<file path="src/rtl/seq_det_pkg.sv">
`default_nettype none
// ---------------------------------------------------------------------------
// seq_det_pkg : shared state encoding and limits for seq_detector_param
// Revision    : 1.0
// ---------------------------------------------------------------------------
package seq_det_pkg;

  localparam int PAT_W_MAX = 32;

  typedef enum logic [1:0] {
    UNARMED = 2'b00,
    HUNT    = 2'b01,
    MATCH   = 2'b10
  } state_t;

  // 2'b11 is not a legal encoding and is treated as UNARMED.
  function automatic logic state_is_armed(input state_t s);
    return (s == HUNT) || (s == MATCH);
  endfunction

endpackage : seq_det_pkg
`default_nettype wire

</file>
<file path="src/rtl/seq_det_history.sv">
`default_nettype none
// ---------------------------------------------------------------------------
// seq_det_history : serial history shift register, fill counter and compare
// Revision        : 1.0
// ---------------------------------------------------------------------------
module seq_det_history
  import seq_det_pkg::*;
#(
  parameter int PAT_W = 4
) (
  input  logic             Clock,
  input  logic             Reset,
  input  logic             shift_en,
  input  logic             clear,
  input  logic             overlap,
  input  logic             din,
  input  logic [PAT_W-1:0] pat,
  output logic             match
);

  localparam int FILL_W = $clog2(PAT_W + 1);
  localparam logic [FILL_W-1:0] FILL_FULL = FILL_W'(PAT_W);

  logic [PAT_W-1:0]  hist_q, hist_d, hist_shift;
  logic [FILL_W-1:0] fill_q, fill_d, fill_inc;

  // Match is judged on the values the history would hold after this shift.
  always_comb begin
    hist_shift = {hist_q[PAT_W-2:0], din};
    fill_inc   = (fill_q == FILL_FULL) ? fill_q : fill_q + FILL_W'(1);
    match      = shift_en && !clear && (fill_inc == FILL_FULL) && (hist_shift == pat);
    hist_d     = hist_q;
    fill_d     = fill_q;
    if (clear) begin
      hist_d = '0;
      fill_d = '0;
    end else if (shift_en) begin
      if (match && !overlap) begin
        hist_d = '0;
        fill_d = '0;
      end else begin
        hist_d = hist_shift;
        fill_d = fill_inc;
      end
    end
  end

  always_ff @(posedge Clock or posedge Reset) begin
    if (Reset) begin
      hist_q <= '0;
      fill_q <= '0;
    end else begin
      hist_q <= hist_d;
      fill_q <= fill_d;
    end
  end

endmodule : seq_det_history
`default_nettype wire

</file>
<file path="src/rtl/seq_detector_param.sv">
`default_nettype none
// ---------------------------------------------------------------------------
// seq_detector_param : Moore serial-pattern detector with runtime pattern and
//                      overlap mode; match counter built when MATCH_COUNT_EN
//                      is defined.
// Revision           : 1.0
// ---------------------------------------------------------------------------
module seq_detector_param
  import seq_det_pkg::*;
#(
  parameter int PAT_W = 4,
  parameter int CNT_W = 8
) (
  input  logic             Clock,
  input  logic             Reset,
  input  logic             Din,
  input  logic             Din_valid,
  input  logic             Load,
  input  logic [PAT_W-1:0] Pattern,
  input  logic             Overlap,
  output logic             Dout,
  output logic             Armed,
  output logic [CNT_W-1:0] Match_count
);

  if (PAT_W < 2 || PAT_W > PAT_W_MAX) begin : g_pat_w_check
    $error("seq_detector_param: PAT_W=%0d outside 2..%0d", PAT_W, PAT_W_MAX);
  end

  if (CNT_W < 1) begin : g_cnt_w_check
    $error("seq_detector_param: CNT_W must be at least 1");
  end

  state_t           state_q, state_d;
  logic [PAT_W-1:0] pat_q, pat_d;
  logic             shift_en;
  logic             hit;

  assign shift_en = state_is_armed(state_q) && Din_valid && !Load;

  seq_det_history #(
    .PAT_W (PAT_W)
  ) u_history (
    .Clock    (Clock),
    .Reset    (Reset),
    .shift_en (shift_en),
    .clear    (Load),
    .overlap  (Overlap),
    .din      (Din),
    .pat      (pat_q),
    .match    (hit)
  );

  always_comb begin
    state_d = state_q;
    pat_d   = pat_q;
    if (Load) begin
      pat_d   = Pattern;
      state_d = HUNT;
    end else begin
      case (state_q)
        HUNT, MATCH: state_d = (shift_en && hit) ? MATCH : HUNT;
        default:     state_d = UNARMED;
      endcase
    end
  end

  always_ff @(posedge Clock or posedge Reset) begin
    if (Reset) begin
      state_q <= UNARMED;
      pat_q   <= '0;
    end else begin
      state_q <= state_d;
      pat_q   <= pat_d;
    end
  end

  assign Dout  = (state_q == MATCH);
  assign Armed = state_is_armed(state_q);

`ifdef MATCH_COUNT_EN
  logic [CNT_W-1:0] count_q, count_d;

  // Saturating count of edges that enter or re-enter MATCH.
  always_comb begin
    count_d = count_q;
    if (Load) begin
      count_d = '0;
    end else if (hit && (count_q != {CNT_W{1'b1}})) begin
      count_d = count_q + CNT_W'(1);
    end
  end

  always_ff @(posedge Clock or posedge Reset) begin
    if (Reset) begin
      count_q <= '0;
    end else begin
      count_q <= count_d;
    end
  end

  assign Match_count = count_q;
`else
  assign Match_count = '0;
`endif

endmodule : seq_detector_param
`default_nettype wire

</file>
<file path="config.mk">
export PLATFORM = sky130hd
export DESIGN_NAME = seq_detector_param
export DESIGN_NICKNAME = d
export VERILOG_FILES = /design/src/rtl/seq_det_pkg.sv /design/src/rtl/seq_det_history.sv /design/src/rtl/seq_detector_param.sv
export SDC_FILE = /design/constraint.sdc
export NUM_CORES = 1
export LEC_CHECK = 0
export CORE_ASPECT_RATIO = 0.9
export CORE_MARGIN = 4
export CORE_UTILIZATION = 53
export DETAILED_ROUTE_END_ITERATION = 10
export DONT_BUFFER_PORTS = 1
export PLACE_DENSITY_LB_ADDON = 0.1
export SYNTH_ARGS = -nofsm -noshare
export SYNTH_HDL_FRONTEND = slang
export SYNTH_SLANG_ARGS = --single-unit
</file>
<file path="constraint.sdc">
create_clock -name Clock -period 1.5 [get_ports Clock]
set_clock_uncertainty 0.05 [all_clocks]
set_input_delay 0.3 -clock Clock [delete_from_list [all_inputs] [get_ports Clock]]
set_output_delay 0.3 -clock Clock [all_outputs]
set_load 0.01 [all_outputs]
</file>
### Word level (Yosys, flattened, before mapping)

Index checks and enable logic that the tools add are counted.
Widths: inputs -> output; s select.

| storage, ports and cells | value |
|---|---|
| register bits after elaboration | 12 |
| latch bits | 0 |
| memory bits (writable) | 0 |
| memory bits (read-only) | 0 |
| input bits | 10 |
| output and inout port bits | 10 |
| word-level logic and storage cells | 32 |
| memories | 0 |

| operators by class | value |
|---|---|
| $add $sub $neg | 1 |
| multiply operators | 0 |
| divide/modulo/power cells | 0 |
| $lt $le $gt $ge | 0 |
| equal/unequal tests | 5 |
| shift operators | 0 |
| muxes and demuxes | 10 |
| bitwise gates (word level) | 0 |
| reduce and logical (&&, ||, !) cells | 12 |

Operators by type and width:

| operator | count |
|---|---|
| $mux 3 | 7 |
| $logic_and 1x1->1 | 7 |
| $eq 3x3->1 const B | 2 |
| $mux 2 | 3 |
| $eq 4x4->1 | 1 |
| $add 3x1->3 const B | 1 |
| $eq 2x1->1 const B | 1 |
| $eq 2x2->1 const B | 1 |
| $logic_not 1->1 | 2 |
| $reduce_bool 2->1 | 1 |
| $reduce_or 2->1 | 1 |
| $logic_or 1x1->1 | 1 |

### Logic depth before layout (Yosys ltp)

| logic depth | value |
|---|---|
| depth after elaboration | 11 |
| gate-level depth with buffers | 7 |
| gate-level depth less buffers | 6 |

### Modules after synthesis

From an unflattened synthesis, not the netlist that was laid out.

| second synthesis, totals | value |
|---|---|
| cell total of the unflattened synthesis | 73 |
| area total of the unflattened synthesis | 754.5 um^2 |

Modules (own cells, without submodules):

| module | instances | cells an instance | area each (um^2) | sequential area each (um^2) |
|---|---|---|---|---|
| seq_det_history | 1 | 46 | 441.7 | 150.1 |
| seq_detector_param | 1 | 27 | 312.8 | 150.1 |

### Least setup slack after synthesis

OpenSTA, ideal clock, no wires.

| timing path | value |
|---|---|
| path kind | reg-to-reg |
| start | register u_history.fill_q[0] |
| end | register u_history.hist_q[0] |
| setup time | 0.133 ns |
| data arrival time | 1.455 ns |
| data required time | 1.317 ns |
| setup slack | -0.138 ns |
| stages on the path, launching flop included | 7 |
| path buffers | 0 |
| clock period less this slack | 1.638 ns |
| cells stage by stage | dfrtp_1 inv_1 ha_1 and2b_2 a211oi_4 nor4_4 o21ai_1 |

| on the way | value |
|---|---|
| word-level cells in the longest chain between the ends | 9 |
| elaborated cells on any way between the ends | 10 |
| those cells by class | 1 x add/sub; 2 x eq/ne; 4 x mux; 3 x reduce/logical |

Ends and longest elaborated chain:

| element | line | source |
|---|---|---|
| start, declared | seq_det_history.sv:25 | `logic [FILL_W-1:0] fill_q, fill_d, fill_inc;` |
| start signal, assigned | seq_det_history.sv:54 | `fill_q <= fill_d;` |
| $add 3x1->3 / $eq 3x3->1 (equally long branches) | seq_det_history.sv:30 | `fill_inc = (fill_q == FILL_FULL) ? fill_q : fill_q + FILL_W'(1);` |
| $mux 3 (*) | seq_det_history.sv:30 |  |
| $eq 3x3->1 (*) | seq_det_history.sv:31 | `match = shift_en && !clear && (fill_inc == FILL_FULL) && (hist_shift == pat);` |
| $logic_and 1x1->1 (*) (2 in a row) | seq_det_history.sv:31 |  |
| $logic_and 1x1->1 (*) | seq_det_history.sv:38 | `if (match && !overlap) begin` |
| $mux 3 (*) | seq_det_history.sv:38 |  |
| $mux 3 (*) | seq_det_history.sv:37 | `end else if (shift_en) begin` |
| $mux 3 (*) | seq_det_history.sv:34 | `if (clear) begin` |
| end signal, assigned | seq_det_history.sv:53 | `hist_q <= hist_d;` |
| end, declared | seq_det_history.sv:24 | `logic [PAT_W-1:0] hist_q, hist_d, hist_shift;` |

Mark *: on every way between the ends. The rest lies on a longest branch, timed or not. The select of a mux whose other input is x is not followed.
A chain may end at the register's enable or synchronous reset.

### Worst setup path after layout

| timing path | value |
|---|---|
| start | register u_history.fill_q[0] |
| end | register u_history.hist_q[2] |

Same word-level chain as after synthesis.

==> summary.md <==
| Metric | Value |
|---|---|
| CTS tree | `yes` |
| Share of power burned in registers | `between 40% and 50%` |
| Final Total Pwr | `816 µW` |
| Static Leak | `~0.42 nW` |
| Mapped Avg Cell Area | `9.85 µm²` |
| Synth cell types | `26` |
| Skew-Pair Late Insertion Delay | `~270 ps` |
| Cell-internal power | `around 600 µW` |
| CTS Sinks | `12` |
| Area contributors post-synth | `dfrtp_1 (39%), buf_4 (8.8%), mux2_2 (5.9%)` |
| DRT antenna net count | `0` |
| Final setup viols | `6` |
| Worst IR Drop VDD | `roughly 640 µV` |
| Die area | `roughly 2100 µm²` |
| # diodes | `0` |
| CP Class | `reg2reg` |
| Failing checks | `setup timing` |
| Switching Share | `roughly a quarter` |
| Mapped cell area | `~770 µm²` |
| # fillers | `103` |
| Clock buffer depth | `2` |
| WL per Instance | `roughly 13 µm` |
| Final #Nets | `around 100` |
| Post-DR vias/cell | `between 5 and 6` |
| Top FF cell, synth | `dfrtp_1` |
| Count leader, synth | `dfrtp_1` |
| Fin area | `about 940 µm²` |
| DP HPWL | `between 1000 and 1500 µm` |
| Clock-pin slew on the worst setup and hold paths | `70 ps` |
| Synth top cells by count | `dfrtp_1 (12), buf_4 (9), inv_1 (8)` |
| Crit path DAT | `1700 ps` |
| Final hold violations | `0` |
| Final worst path period share | `103%` |
| Synth area leader | `dfrtp_1` |
| Initial Util | `about 59%` |
| Slowest-stage cell, CP | `dfrtp_1` |
| GP Congestion | `about 0.76` |
| Worst setup SP type | `flop` |
| Horiz. Die Dim | `roughly 48 µm` |
| Antenna violations before repair | `0` |
| Final hold slack | `around 28 ps` |
| Register area share after synthesis | `39.1%` |
| Post-synth EDFFs | `0` |
| DR vias | `approximately 550` |
| Row Count | `12` |
| Setup TNS | `-196 ps` |
| Comb power frac | `roughly a quarter` |
| Die Y-Extent | `44.1 µm` |
| Cell count after synthesis | `78` |
| Setup ws final | `-44.5 ps` |
| Pwr/cell area | `slightly below 900 nW/µm²` |
| Fraction of registers with async set/reset | `between 90% and 100%` |
| Critical path startpoint | `u_history.fill_q[0]` |
| Remaining global-route overflow | `0` |
| DRC viols | `0` |
| Crit-path cells | `inv_2 -> ha_4 -> and2b_2 -> a211oi_4 -> nor4_4 -> buf_6 -> o21ai_2` |
| Area growth, synth to finish | `22.5%` |
| Clock period minus worst slack | `1540 ps` |
| Largest fanout on the critical path | `5` |
| Psw | `around 220 µW` |
| Global-route wire length before repair | `around 2400 µm` |
| Max-slew violation count | `0` |
| CP max stage delay | `approximately 410 ps` |
| Num CTS Buffers | `3` |
| Drt total wl | `roughly 1400 µm` |
| Post-synth top area share | `between 30% and 40%` |
| Area post-placement | `825 µm²` |
| TritonRoute pass-1 iters | `4` |
| Largest net degree at the start of global routing | `13` |
| #FFs+latches synth | `12` |
| Required time of the critical path | `roughly 1700 ps` |
| Share of layout cells above drive strength 1 | `43.3%` |
| Crit path capture type | `flop` |
| Initial DRC Count | `6` |
| Status | `finished with violations` |
| Worst Hold Launch | `Load` |
| GRT Util Overall | `16.6%` |
| Reg-to-Reg Start | `u_history.fill_q[0]` |
| Min-delay worst type | `in2reg` |
| Ys Warns | `0` |
| Clk pwr share | `30.8%` |
| H-tree depth | `1` |
| Top Ports | `20` |
| CTS Root Cell | `clkbuf_4` |
| Max Freq | `around 650 MHz` |
| Core ar. | `approximately 1300 µm²` |
| Vias in the first global route | `560` |
| RSZ-0062 raised after global routing | `yes` |
| Max-cap viol count | `0` |
| IO buf count | `0` |
[metrics by stage]
stage / util, % / cells / setup WS, ps
after global routing: 72.9 / 104 / -113
final: 72.9 / 104 / -44.5
after floorplan: - / 85 / -2.97
after global placement: 63.9 / 96 / -89.1
after detailed placement: 63.9 / 96 / -114
after CTS: 71.4 / 104 / -77.5
[flip-flops by register name (all words and copies together) (netlist names)]
signal            cells
u_history.hist_q      3
state_q               2
u_history.fill_q      3
pat_q                 4
[routing by layer]
metal  global-route usage, %  wire length, µm  up-vias  share of wire (%)
met2                    25.1              656       18                 47
met1                    20.8              602      259                 43
met5                       0                0        -                  0
met4                    9.68               34        0                2.4
li1                        -                -      270                  -
met3                    4.47               95        5                6.8
[cells by family (layout without fill, tap and decap cells)]
kind of cell	after synthesis	after routing	share of synthesized area (%)
AND/OR/NAND/NOR	21	21	16.6
buffers and inverters	18	23	13.4
AO/OA/AOI/OAI	14	14	14.0
flip-flops	12	12	39.1
XOR/XNOR	5	5	5.70
multiplexers	4	4	5.86
adder cells (fa/ha/maj)	3	3	4.89
other	1	8	0.488
[power groups by stage]
stage	Combinational (mW)	Sequential, mW	Clock, mW
after global routing	0.224	0.365	0.285
after floorplan	0.151	0.367	0
after detailed placement	0.173	0.368	0
final	0.202	0.362	0.252
after CTS	0.196	0.362	0.264
after global placement	0.170	0.368	0
[area by class of cell]
cell class	instances	area [µm²]	share of cell area (%)
well taps	14	17.5	1.86
flip-flops and latches	12	300	31.9
repair buffers	11	92.6	9.84
multi-input cells	55	464	49.3
clock buffers	4	36.3	3.86
inverters	8	30.0	3.19
[final timing paths]
kind / end / slack, ps / depth (start not counted)
max: u_history.hist_q[2] / -40 / 7
min in group asynchronous: u_history.fill_q[1] / 420 / 2
max in group asynchronous: pat_q[1] / 680 / 2
max reg2reg: u_history.hist_q[2] / -40 / 7
min: u_history.fill_q[1] / 30 / 1
min reg2reg: pat_q[2] / 480 / 1
[what timing repair did]
item / in CTS / in global routing
endpoints found under the setup margin: 6 / 7
buffers inserted: 3 / 0
hold endpoints to repair: 12 / 0
pin swaps: 5 / 2
resized for setup: 7 / 5
hold buffers: 1 / 0
[placed cells by master, fill, tap and decap left out]
cell           netlist  final
mux2_2               4      4
ha_4                 0      2
nor2b_1              3      2
o21ai_2              0      3
clkbuf_4             0      3
conb_1               1      8
nor2_1               2      1
nor4_4               1      1
ha_2                 0      1
nand2_1              7      7
a31oi_1              1      1
clkbuf_8             0      1
a2bb2oi_1            2      2
a21oi_1              4      3
and3_1               1      1
and2b_4              1      1
inv_2                0      2
or2b_4               0      1
dfrtp_1             12     12
nand3_2              0      1
nand3_1              3      2
nor4_2               0      1
a21oi_2              1      2
nor2b_4              0      1
and2b_2              1      1
a21o_2               1      1
inv_1                8      6
a311o_2              1      1
dlygate4sd3_1        0      1
xnor2_1              5      5
buf_6                0      2
nor2_4               0      1
a211oi_4             1      1
buf_4                9      8
[worst max-delay path, delay by kind of cell, from the launching register on]
family                     cells  cell delay [ps]
AOI/OAI and AO/OA              2              370
adders and majority gates      1              130
buffers and inverters          2              220
DFF                            1              410
and+or+nand+nor                2              300
No activity file was read; power rests on OpenSTA's default activity.
